[src/rtl/ae350_reset_sequencer.sv]
// AE350 reset sequencer: PLL lock -> DDR3 init -> POR release -> HW release -> RUN.
// Optional macro RSTSEQ_RETRY_EN makes ERROR retry the whole sequence after HW_HOLD_CYCLES.
module ae350_reset_sequencer #(
    parameter int unsigned LOCK_STABLE_CYCLES = 1024,
    parameter int unsigned DDR_TIMEOUT_CYCLES = 1048576,
    parameter int unsigned POR_HOLD_CYCLES    = 256,
    parameter int unsigned HW_HOLD_CYCLES     = 64
) (
    input  logic       clk_i,
    input  logic       rst_n_i,
    input  logic       pll_lock_i,
    input  logic       ddr_init_done_i,
    input  logic       sw_rst_req_i,
    output logic       ddr_rstn_o,
    output logic       por_rstn_o,
    output logic       hw_rstn_o,
    output logic [2:0] state_o,
    output logic       err_o
);

    localparam logic [2:0] ST_LOCK_WAIT = 3'd1;
    localparam logic [2:0] ST_DDR_WAIT  = 3'd2;
    localparam logic [2:0] ST_POR_HOLD  = 3'd3;
    localparam logic [2:0] ST_HW_HOLD   = 3'd4;
    localparam logic [2:0] ST_RUN       = 3'd5;
    localparam logic [2:0] ST_ERROR     = 3'd6;

    // Terminal counts: a state with length N counts 0..N-1.
    localparam logic [23:0] LOCK_LAST = 24'(LOCK_STABLE_CYCLES - 1);
    localparam logic [23:0] DDR_LAST  = 24'(DDR_TIMEOUT_CYCLES - 1);
    localparam logic [23:0] POR_LAST  = 24'(POR_HOLD_CYCLES - 1);
    localparam logic [23:0] HW_LAST   = 24'(HW_HOLD_CYCLES - 1);

    logic [1:0]  lock_sync_q;
    logic [1:0]  done_sync_q;
    logic        lock;
    logic        done;
    logic [2:0]  state_q, state_d;
    logic [23:0] cnt_q, cnt_d;
    logic        err_q, err_d;
    logic        ddr_rstn_q, por_rstn_q, hw_rstn_q;
    logic        ddr_rstn_d, por_rstn_d, hw_rstn_d;
    logic        lock_lost;
    logic        done_lost;

    assign lock = lock_sync_q[1];
    assign done = done_sync_q[1];

    // State register, counter, sticky error and registered reset outputs.
    always_ff @(posedge clk_i or negedge rst_n_i) begin
        if (!rst_n_i) begin
            lock_sync_q <= 2'b00;
            done_sync_q <= 2'b00;
            state_q     <= ST_LOCK_WAIT;
            cnt_q       <= 24'd0;
            err_q       <= 1'b0;
            ddr_rstn_q  <= 1'b0;
            por_rstn_q  <= 1'b0;
            hw_rstn_q   <= 1'b0;
        end else begin
            lock_sync_q <= {lock_sync_q[0], pll_lock_i};
            done_sync_q <= {done_sync_q[0], ddr_init_done_i};
            state_q     <= state_d;
            cnt_q       <= cnt_d;
            err_q       <= err_d;
            ddr_rstn_q  <= ddr_rstn_d;
            por_rstn_q  <= por_rstn_d;
            hw_rstn_q   <= hw_rstn_d;
        end
    end

    // Without retry, ERROR is terminal and ignores lock loss.
    always_comb begin
        lock_lost = 1'b0;
        case (state_q)
            ST_DDR_WAIT, ST_POR_HOLD, ST_HW_HOLD, ST_RUN: lock_lost = !lock;
`ifdef RSTSEQ_RETRY_EN
            ST_ERROR:                                     lock_lost = !lock;
`endif
            default:                                      lock_lost = 1'b0;
        endcase
        done_lost = !done && ((state_q == ST_POR_HOLD) || (state_q == ST_HW_HOLD) ||
                              (state_q == ST_RUN));
    end

    // Next-state logic; lock loss outranks init-done loss, which outranks the rest.
    always_comb begin
        state_d = state_q;
        cnt_d   = cnt_q + 24'd1;
        case (state_q)
            ST_LOCK_WAIT: begin
                if (!lock) begin
                    cnt_d = 24'd0;
                end else if (cnt_q == LOCK_LAST) begin
                    state_d = ST_DDR_WAIT;
                end
            end
            ST_DDR_WAIT: begin
                if (done) begin
                    state_d = ST_POR_HOLD;
                end else if (cnt_q == DDR_LAST) begin
                    state_d = ST_ERROR;
                end
            end
            ST_POR_HOLD: begin
                if (cnt_q == POR_LAST) state_d = ST_HW_HOLD;
            end
            ST_HW_HOLD: begin
                if (cnt_q == HW_LAST) state_d = ST_RUN;
            end
            ST_RUN: begin
                cnt_d = 24'd0;
                if (sw_rst_req_i) state_d = ST_HW_HOLD;
            end
            ST_ERROR: begin
`ifdef RSTSEQ_RETRY_EN
                if (cnt_q == HW_LAST) state_d = ST_LOCK_WAIT;
`else
                cnt_d = cnt_q;
`endif
            end
            default: state_d = ST_LOCK_WAIT;
        endcase

        if (lock_lost) begin
            state_d = ST_LOCK_WAIT;
        end else if (done_lost) begin
            state_d = ST_DDR_WAIT;
        end

        if (state_d != state_q) cnt_d = 24'd0;
    end

    // Outputs decode the next state so the registered resets line up with state_q.
    always_comb begin
        err_d      = err_q | ((state_q == ST_DDR_WAIT) && (state_d == ST_ERROR));
        ddr_rstn_d = 1'b1;
        por_rstn_d = 1'b0;
        hw_rstn_d  = 1'b0;
        case (state_d)
            ST_LOCK_WAIT: ddr_rstn_d = 1'b0;
            ST_HW_HOLD:   por_rstn_d = 1'b1;
            ST_RUN: begin
                por_rstn_d = 1'b1;
                hw_rstn_d  = 1'b1;
            end
            default: ;
        endcase
    end

    assign state_o    = state_q;
    assign err_o      = err_q;
    assign ddr_rstn_o = ddr_rstn_q;
    assign por_rstn_o = por_rstn_q;
    assign hw_rstn_o  = hw_rstn_q;

endmodule

[config.mk]
export PLATFORM = sky130hd
export DESIGN_NAME = ae350_reset_sequencer
export DESIGN_NICKNAME = d
export VERILOG_FILES = /design/src/rtl/ae350_reset_sequencer.sv
export SDC_FILE = /design/constraint.sdc
export NUM_CORES = 1
export LEC_CHECK = 0
export CORE_AREA = 5 5 67 69
export CTS_CLUSTER_DIAMETER = 150
export DETAILED_ROUTE_END_ITERATION = 16
export DIE_AREA = 0 0 72 74
export PLACE_DENSITY = 0.78
export SYNTH_ARGS = -nofsm -noshare
export SYNTH_HDL_FRONTEND = slang
export SYNTH_SLANG_ARGS = --single-unit
[constraint.sdc]
create_clock -name clk_i -period 4.05 [get_ports clk_i]
set_clock_uncertainty 0.2 [all_clocks]
set_input_delay 0.81 -clock clk_i [delete_from_list [all_inputs] [get_ports clk_i]]
set_output_delay 0.81 -clock clk_i [all_outputs]
set_load 0.05 [all_outputs]
# Yosys cells after proc, flatten, opt, wreduce, memory -nomap -nowiden
# Index checks and enable logic that the tools add are counted.
[classes]
addsub = 1
eq_ne = 16
mux = 17
bitwise = 1
reduce_logical = 8
[op_table]
columns = ["operator", "count"]
rows = [
  ["$pmux 24 s3", 1],
  ["$mux 24", 2],
  ["$mux 3", 9],
  ["$add 24x1->24 const B", 1],
  ["$eq 24x10->1 const B", 1],
  ["$eq 24x20->1 const B", 1],
  ["$eq 24x6->1 const B", 1],
  ["$eq 24x8->1 const B", 1],
  ["$eq 3x3->1 const B", 6],
  ["$pmux 3 s6", 1],
  ["$eq 3x1->1 const B", 2],
  ["$eq 3x2->1 const B", 2],
  ["$mux 1", 4],
  ["$reduce_or 4->1", 1],
  ["$ne 3x3->1", 1],
  ["$logic_and 1x1->1", 2],
  ["$logic_not 1->1", 2],
  ["$logic_or 1x1->1", 2],
  ["$ne 2x2->1 const B", 1],
  ["$reduce_or 2->1", 1],
  ["$or 1x1->1", 1],
]
[word_totals]
register_bits = 35
inputBits = 5
output_inout_bits = 7
elab_cells = 51

# Depth between registers and ports, before layout
# Gate-level depths: netlist of run 1.
[depth]
ltp_word = 9
ltp_mapped = 9
mapped_depth_nobuf = 7

# Worst setup path after synthesis of run 1
# No wires, ideal clock.
[synth_timing]
path_kind = "reg2reg"
start = "reg state_q[1] (netlist: state_o[1])"
end = "reg cnt_q[13]"
setup_ns = 0.087
arrival_ns = 2.211
required_time_ns = 3.763
setup_slack_ns = 1.553
stages_incl_launch_ff = 8
path_buffers = 2
cell_sequence = "dfrtp_1 clkbuf_1 nand2b_1 a21oi_1 or2_2 clkbuf_1 or3_1 a211oi_2"
[synth_via]
elab_chain_cells = 8
word_cells_on_any_way = 25
cone_classes = "8 x eq/ne; 13 x mux; 4 x reduce/logical"
[synth_rtl]
columns = ["item", "line", "rtl"]
rows = [
  ["start, declared", "38", "logic [2:0] state_q, state_d;"],
  ["start signal, assigned", "63", "state_q <= state_d;"],
  ["parallel branches: the longest is 8 deep, another holds $pmux 3 s6", "n/a", ""],
  ["end signal, assigned", "64", "cnt_q <= cnt_d;"],
  ["end, declared", "39", "logic [23:0] cnt_q, cnt_d;"],
]
# Parallel ways; which one is timed is not known.
# A chain may end at the register's enable or synchronous reset.

# Worst setup path in the final report of run 1
[layout_timing]
start = "reg state_q[1] (netlist: state_o[1])"
end = "out state_o[1]"
[layout_lines]
columns = ["item", "line", "rtl"]
rows = [
  ["end, declared", "17", "output logic [2:0] state_o,"],
]
# No word-level cell between the ends.

==> results of run 1 <==
-- sequential cells by signal, indices dropped and copies added (netlist names) --
name	flops
cnt_q	24
ddr_rstn_o	1
done_sync_q	2
err_o	1
hw_rstn_o	1
lock_sync_q	2
por_rstn_o	1
state_o	3
-- per-layer routing --
metal	track usage [%]	vias to the layer above
met1	27.3	885
met2	32.2	53
met3	3.92	9
met4	8.14	0
li1	-	928
met5	0	-
-- layout make-up --
type / count / area share [%]
flip-flops and latches: 35 / 36.2
repair buffers: 15 / 5.79
clock buffers: 7 / 3.15
multi-input cells: 193 / 50.2
well taps: 50 / 2.58
inverters: 5 / 0.775
clock inverters: 1 / 1.24
-- cells in the final DEF (no fill, tap or decap), types with 3 or more instances in the layout --
master,n
a21oi_1,12
a22oi_1,4
and2_1,3
and3_1,5
and4_1,5
buf_4,4
clkbuf_8,5
clkdlybuf4s50_1,11
dfrtp_1,34
inv_1,5
nand2_1,15
nand2b_1,6
nand3_1,13
nand4_1,8
nor2_1,22
nor3_1,26
nor4_1,8
nor4_2,3
o21ai_0,14
o31ai_1,3
xnor2_1,11
xor2_1,3
-- cell families (layout without fill, tap and decap cells) --
| kind of cell | count (synthesis) | count (layout) | share of synthesized area [%] |
|---|---|---|---|
| compound gates | 48 | 48 | 14.8 |
| xor+xnor | 14 | 14 | 5.59 |
| fa+ha+maj | 1 | 1 | 0.570 |
| buf+inv | 23 | 28 | 4.56 |
| flops | 35 | 35 | 40.0 |
| mux | 1 | 1 | 0.513 |
| simple gates | 129 | 129 | 34.0 |
-- worst max-delay path by stage --
stage               depth (start not counted)         end  startpoint  slack, ns
floorplan                                   7   cnt_q[13]  state_o[1]       1.55
finish                                      1  state_o[1]  state_o[1]       1.16
CTS                                         1  state_o[1]  state_o[1]       1.15
detailed placement                          8    cnt_q[8]    cnt_q[0]       1.31
global route                                1  state_o[1]  state_o[1]       1.07
global placement                            8    cnt_q[6]    cnt_q[0]       1.37
-- per-stage QoR --
stage	setup slack [ns]	utilization [%]	instance area (µm²)
3_5_place_dp	1.31	60.0	2310
3_3_place_gp	1.37	60.0	2310
5_1_grt	1.07	62.8	2420
6_report	1.16	62.8	2420
4_1_cts	1.15	62.8	2420
2_1_floorplan	1.55	-	2190
-- power groups by stage --
stage	logic, W	registers (W)	clock network [W]
floorplan	0.0000177	0.000363	0
global placement	0.0000284	0.000367	0
detailed placement	0.0000290	0.000366	0
CTS	0.0000291	0.000360	0.000310
global route	0.0000327	0.000361	0.000325
finish	0.0000285	0.000360	0.000301
==> results.json, run 1 <==
{
  "irDropWorstVdd_v": 0.000233,
  "hpwl_um": 3260,
  "seq_area_um2": 877,
  "layout.nets": 261,
  "final-max-slew-violation-count": 0,
  "clock_latency_ns": 0.28,
  "wirelength_um": 4730,
  "cp_max_fo": 20,
  "p_total_w": 0.000690,
  "drc_errors": 0,
  "root_buffer": "clkbuf_8",
  "die_w_um": 72,
  "grt_pass1_wl_um": 8450,
  "r2r_end": "cnt_q[8]",
  "arrival_ns": 1.88,
  "cts_tree": "yes",
  "grt_pass1_vias": 1848,
  "grt.overflow.total": 0,
  "synth_top_area_share_pct": 38.8,
  "seq_power_share_pct": 52.2,
  "max_freq_mhz": 346,
  "hp-start": "done_sync_q[0]",
  "post_cts_buffers": 0,
  "switching_share_pct": 20.4,
  "endpoint_kind": "primary output",
  "cts-buffers-inserted": 5,
  "synth-main-ff-cell": "dfrtp_1",
  "hold_path_end": "done_sync_q[1]",
  "met1Wirelength_um": 2180,
  "synth-edff-count": 0,
  "post_cts_resize_count": 0,
  "routed.top_layer": "met4",
  "synthesis.nets": 257,
  "gp_routability_congestion": 0.859,
  "yosysSeqAreaShare_pct": 40.0,
  "cpMaxStageDelayCell": "clkdlybuf4s50_1",
  "cpLargestDelayFamily": "buffers and inverters",
  "syn-instance-count": 251,
  "syn-mean-instance-area_um2": 8.74,
  "hold_class": "flop to flop",
  "synth_cell_types": 49,
  "dr.pass1.iters": 4,
  "ys.warnings.count": 0,
  "synth_common_cells": "34 x dfrtp_1, 26 x nor3_1, 22 x nor2_1",
  "cts.sinks": 35,
  "drive_gt1_share_pct": 10.2,
  "start_util_pct": 56.9,
  "tightest_slew_ns": 0.640,
  "syn_to_final_growth_pct": 10.4,
  "htree_levels": 2,
  "p_leak_nw": 0.916,
  "final_hold_viol_count": 0,
  "std_cell_rows": 23,
  "cp.required_ns": 3.04,
  "placed_cells": 298,
  "hold_ws_ns": 0.158,
  "r2r_slack_ns": 1.26,
  "ys_ff_latch": 35,
  "drt-initial-drc-count": 225,
  "combPwrFrac_pct": 4.1,
  "startpoint_type": "flop",
  "min_path_cells": 0,
  "crit_path_cell_trace": "clkdlybuf4s50_1",
  "grt_setup_unrepaired": "no",
  "wl_per_cell_um": 15.5,
  "finalCritPeriodShare_pct": 71.4,
  "fin_cells": 306,
  "ios": 12,
  "worstSetupPathType": "flop to primary output",
  "cts_buffer_depth": 2,
  "cts_hold_buf": 0,
  "ant_nets": 0,
  "via_count": 1875,
  "crit_buf_inv": 1,
  "p_per_area_nw_per_um2": 285,
  "track_usage_pct": 20.2,
  "synth_area_leaders": "dfrtp_1 39%, nor3_1 5.9%, xnor2_1 4.4%",
  "viasPerCell": 6.13,
  "maxSlewHeadroom_pct": 57.2,
  "synth_area_um2": 2190,
  "fp.coreArea_um2": 3860,
  "maxCapViolCount": 0,
  "timing.rr.start": "cnt_q[0]",
  "antenna_found_initial": 0,
  "switchingPower_w": 0.000141,
  "p_int_w": 0.000549,
  "tns_ns": 0,
  "met3_wirelength_um": 216,
  "multi_input_area_um2": 1220,
  "r2r_cells": 8,
  "synth_top_area_cell": "dfrtp_1",
  "antennaDiodeCount": 0,
  "die_height_um": 74,
  "outcome": "finished clean",
  "grt_max_degree": 36,
  "synth-async-reset-ratio_pct": 100,
  "wl_met2_um": 2250,
  "n_fill_cell": 336,
  "critPathMaxStageDelay_ns": 0.91,
  "die-area_um2": 5330,
  "io_buffers": 11,
  "clkTransAtPathRegs_ns": 0.07,
  "synth.most_common_cell": "dfrtp_1",
  "min_period_ns": 2.89,
  "p_clk_share_pct": 43.6,
  "finalSetupViolations": 0
}
Note: power is estimated with default switching activity, not from simulation.
==> inputs of run 2 (changes only) <==
Clock period 4.05 ns to 2.8 ns, I/O delays scaled along.
==> results.json, run 2 (synthesis gave the netlist of run 1 again) <==
{
  "outcome": "finished clean",
  "io_buffers": 11,
  "ios": 12,
  "max_freq_mhz": 391,
  "clkTransAtPathRegs_ns": 0.08,
  "drt-initial-drc-count": 211,
  "hold_class": "flop to flop",
  "track_usage_pct": 22.1,
  "fin_area_um2": 2460,
  "placedInstanceArea_um2": 2370,
  "viasPerCell": 6.21,
  "wirelength_um": 5140,
  "post_cts_resize_count": 0,
  "mostFrequentLayoutCells": "34 x dfrtp_1, 26 x nor3_1, 22 x nor2_1",
  "cts_hold_buf": 0,
  "cp_max_fo": 15,
  "hp-start": "done_sync_q[0]",
  "final-max-slew-violation-count": 0,
  "std_cell_rows": 23,
  "worstSetupPathType": "flop to flop",
  "largest_reg_flops": 24,
  "dr.pass1.iters": 4,
  "min_period_ns": 2.56,
  "drive_gt1_share_pct": 13.6,
  "dp_slack_ns": 0.258,
  "finalSetupViolations": 0,
  "cp.required_ns": 2.79,
  "grt_use_met2_pct": 35.2,
  "root_buffer": "clkbuf_8",
  "largest_register": "cnt_q",
  "met1_usage_pct": 30.0,
  "fp.coreArea_um2": 3860,
  "finalCritPeriodShare_pct": 91.5,
  "syn_to_final_growth_pct": 12.3,
  "cts.sinks": 35,
  "startpoint_type": "flop",
  "r2r_cells": 7,
  "die_w_um": 72,
  "die_height_um": 74,
  "via_count": 1950,
  "wl_per_cell_um": 16.4,
  "hpwl_um": 3620,
  "antennaDiodeCount": 0,
  "grt_max_degree": 36,
  "top_usage_layer": "met2",
  "drc_errors": 0,
  "antenna_found_initial": 0,
  "die-area_um2": 5330,
  "setup_slack_ns": 0.239,
  "start_util_pct": 56.9,
  "layout_commonest_cell": "dfrtp_1",
  "final_hold_viol_count": 0,
  "r2r_end": "cnt_q[8]",
  "post_cts_buffers": 0,
  "grt_pass1_wl_um": 9300,
  "grt_setup_unrepaired": "no",
  "p_total_w": 0.000933,
  "arrival_ns": 2.55,
  "ant_nets": 0,
  "n_fill_cell": 351,
  "maxCapViolCount": 0,
  "use_met3_pct": 4.59,
  "clock_latency_ns": 0.29,
  "irDropWorstVdd_v": 0.000336,
  "htree_levels": 2,
  "grt_pass1_vias": 1980,
  "p_leak_nw": 0.944,
  "tns_ns": 0,
  "cts_tree": "yes",
  "maxSlewHeadroom_pct": 56.2,
  "min_path_cells": 0,
  "timing.rr.start": "cnt_q[10]",
  "p_per_area_nw_per_um2": 379,
  "layout.nets": 269,
  "grt.overflow.total": 0,
  "gp_routability_congestion": 0.925,
  "fin_cells": 314,
  "tightest_slew_ns": 0.655,
  "cts_buffer_depth": 2,
  "r2r_slack_ns": 0.24,
  "cts-buffers-inserted": 5,
  "placed_cells": 306,
  "hold_path_end": "done_sync_q[1]",
  "endpoint_kind": "flop"
}
-- run 2: through the flow --
step | hold WS (ns) | util, %
after floorplan | 0.0644 | -
after global placement | 0.134 | 61.6
after detailed placement | 0.136 | 61.6
after CTS | 0.153 | 63.9
after global routing | 0.161 | 63.9
final | 0.151 | 63.9
-- run 2: layout make-up --
type	instances	area (µm²)	share of cell area, %
clock inverter	3	20.0	0.813
tap	50	62.6	2.54
inverter	5	18.8	0.762
multi-input combinational	193	1220	49.4
clock buffer	5	68.8	2.79
sequential	35	877	35.6
timing repair buffer	23	200	8.13
-- run 2: worst max-delay path by stage --
stage,start,end,slack (ns),depth (start not counted)
floorplan,state_o[1],cnt_q[13],0.30,7
CTS,state_o[0],state_o[0],0.24,1
finish,cnt_q[10],cnt_q[8],0.24,7
global placement,cnt_q[10],cnt_q[12],0.37,7
global route,cnt_q[10],cnt_q[12],0.08,7
detailed placement,cnt_q[10],cnt_q[6],0.26,7
-- run 2: worst max-delay path, cell delays in order, from the launching register on --
cell,delay [ns]
dfrtp_1,0.45
nor4_2,0.43
nand2_1,0.19
o41a_1,0.42
a21oi_2,0.15
o211ai_2,0.11
buf_4,0.21
nor4_1,0.29
-- run 2: where the power goes --
part | switching [W] | internal, W
Combinational | 0.0000264 | 0.0000161
Clock | 0.000196 | 0.000173
Sequential | 0.00000933 | 0.000511
-- run 2: per-layer routing --
metal  vias to the layer above  routed length [µm]
met2                        67                2480
met1                       933                2280
li1                        941                   -
met4                         0                  75
met3                         9                 305
met5                         -                   0
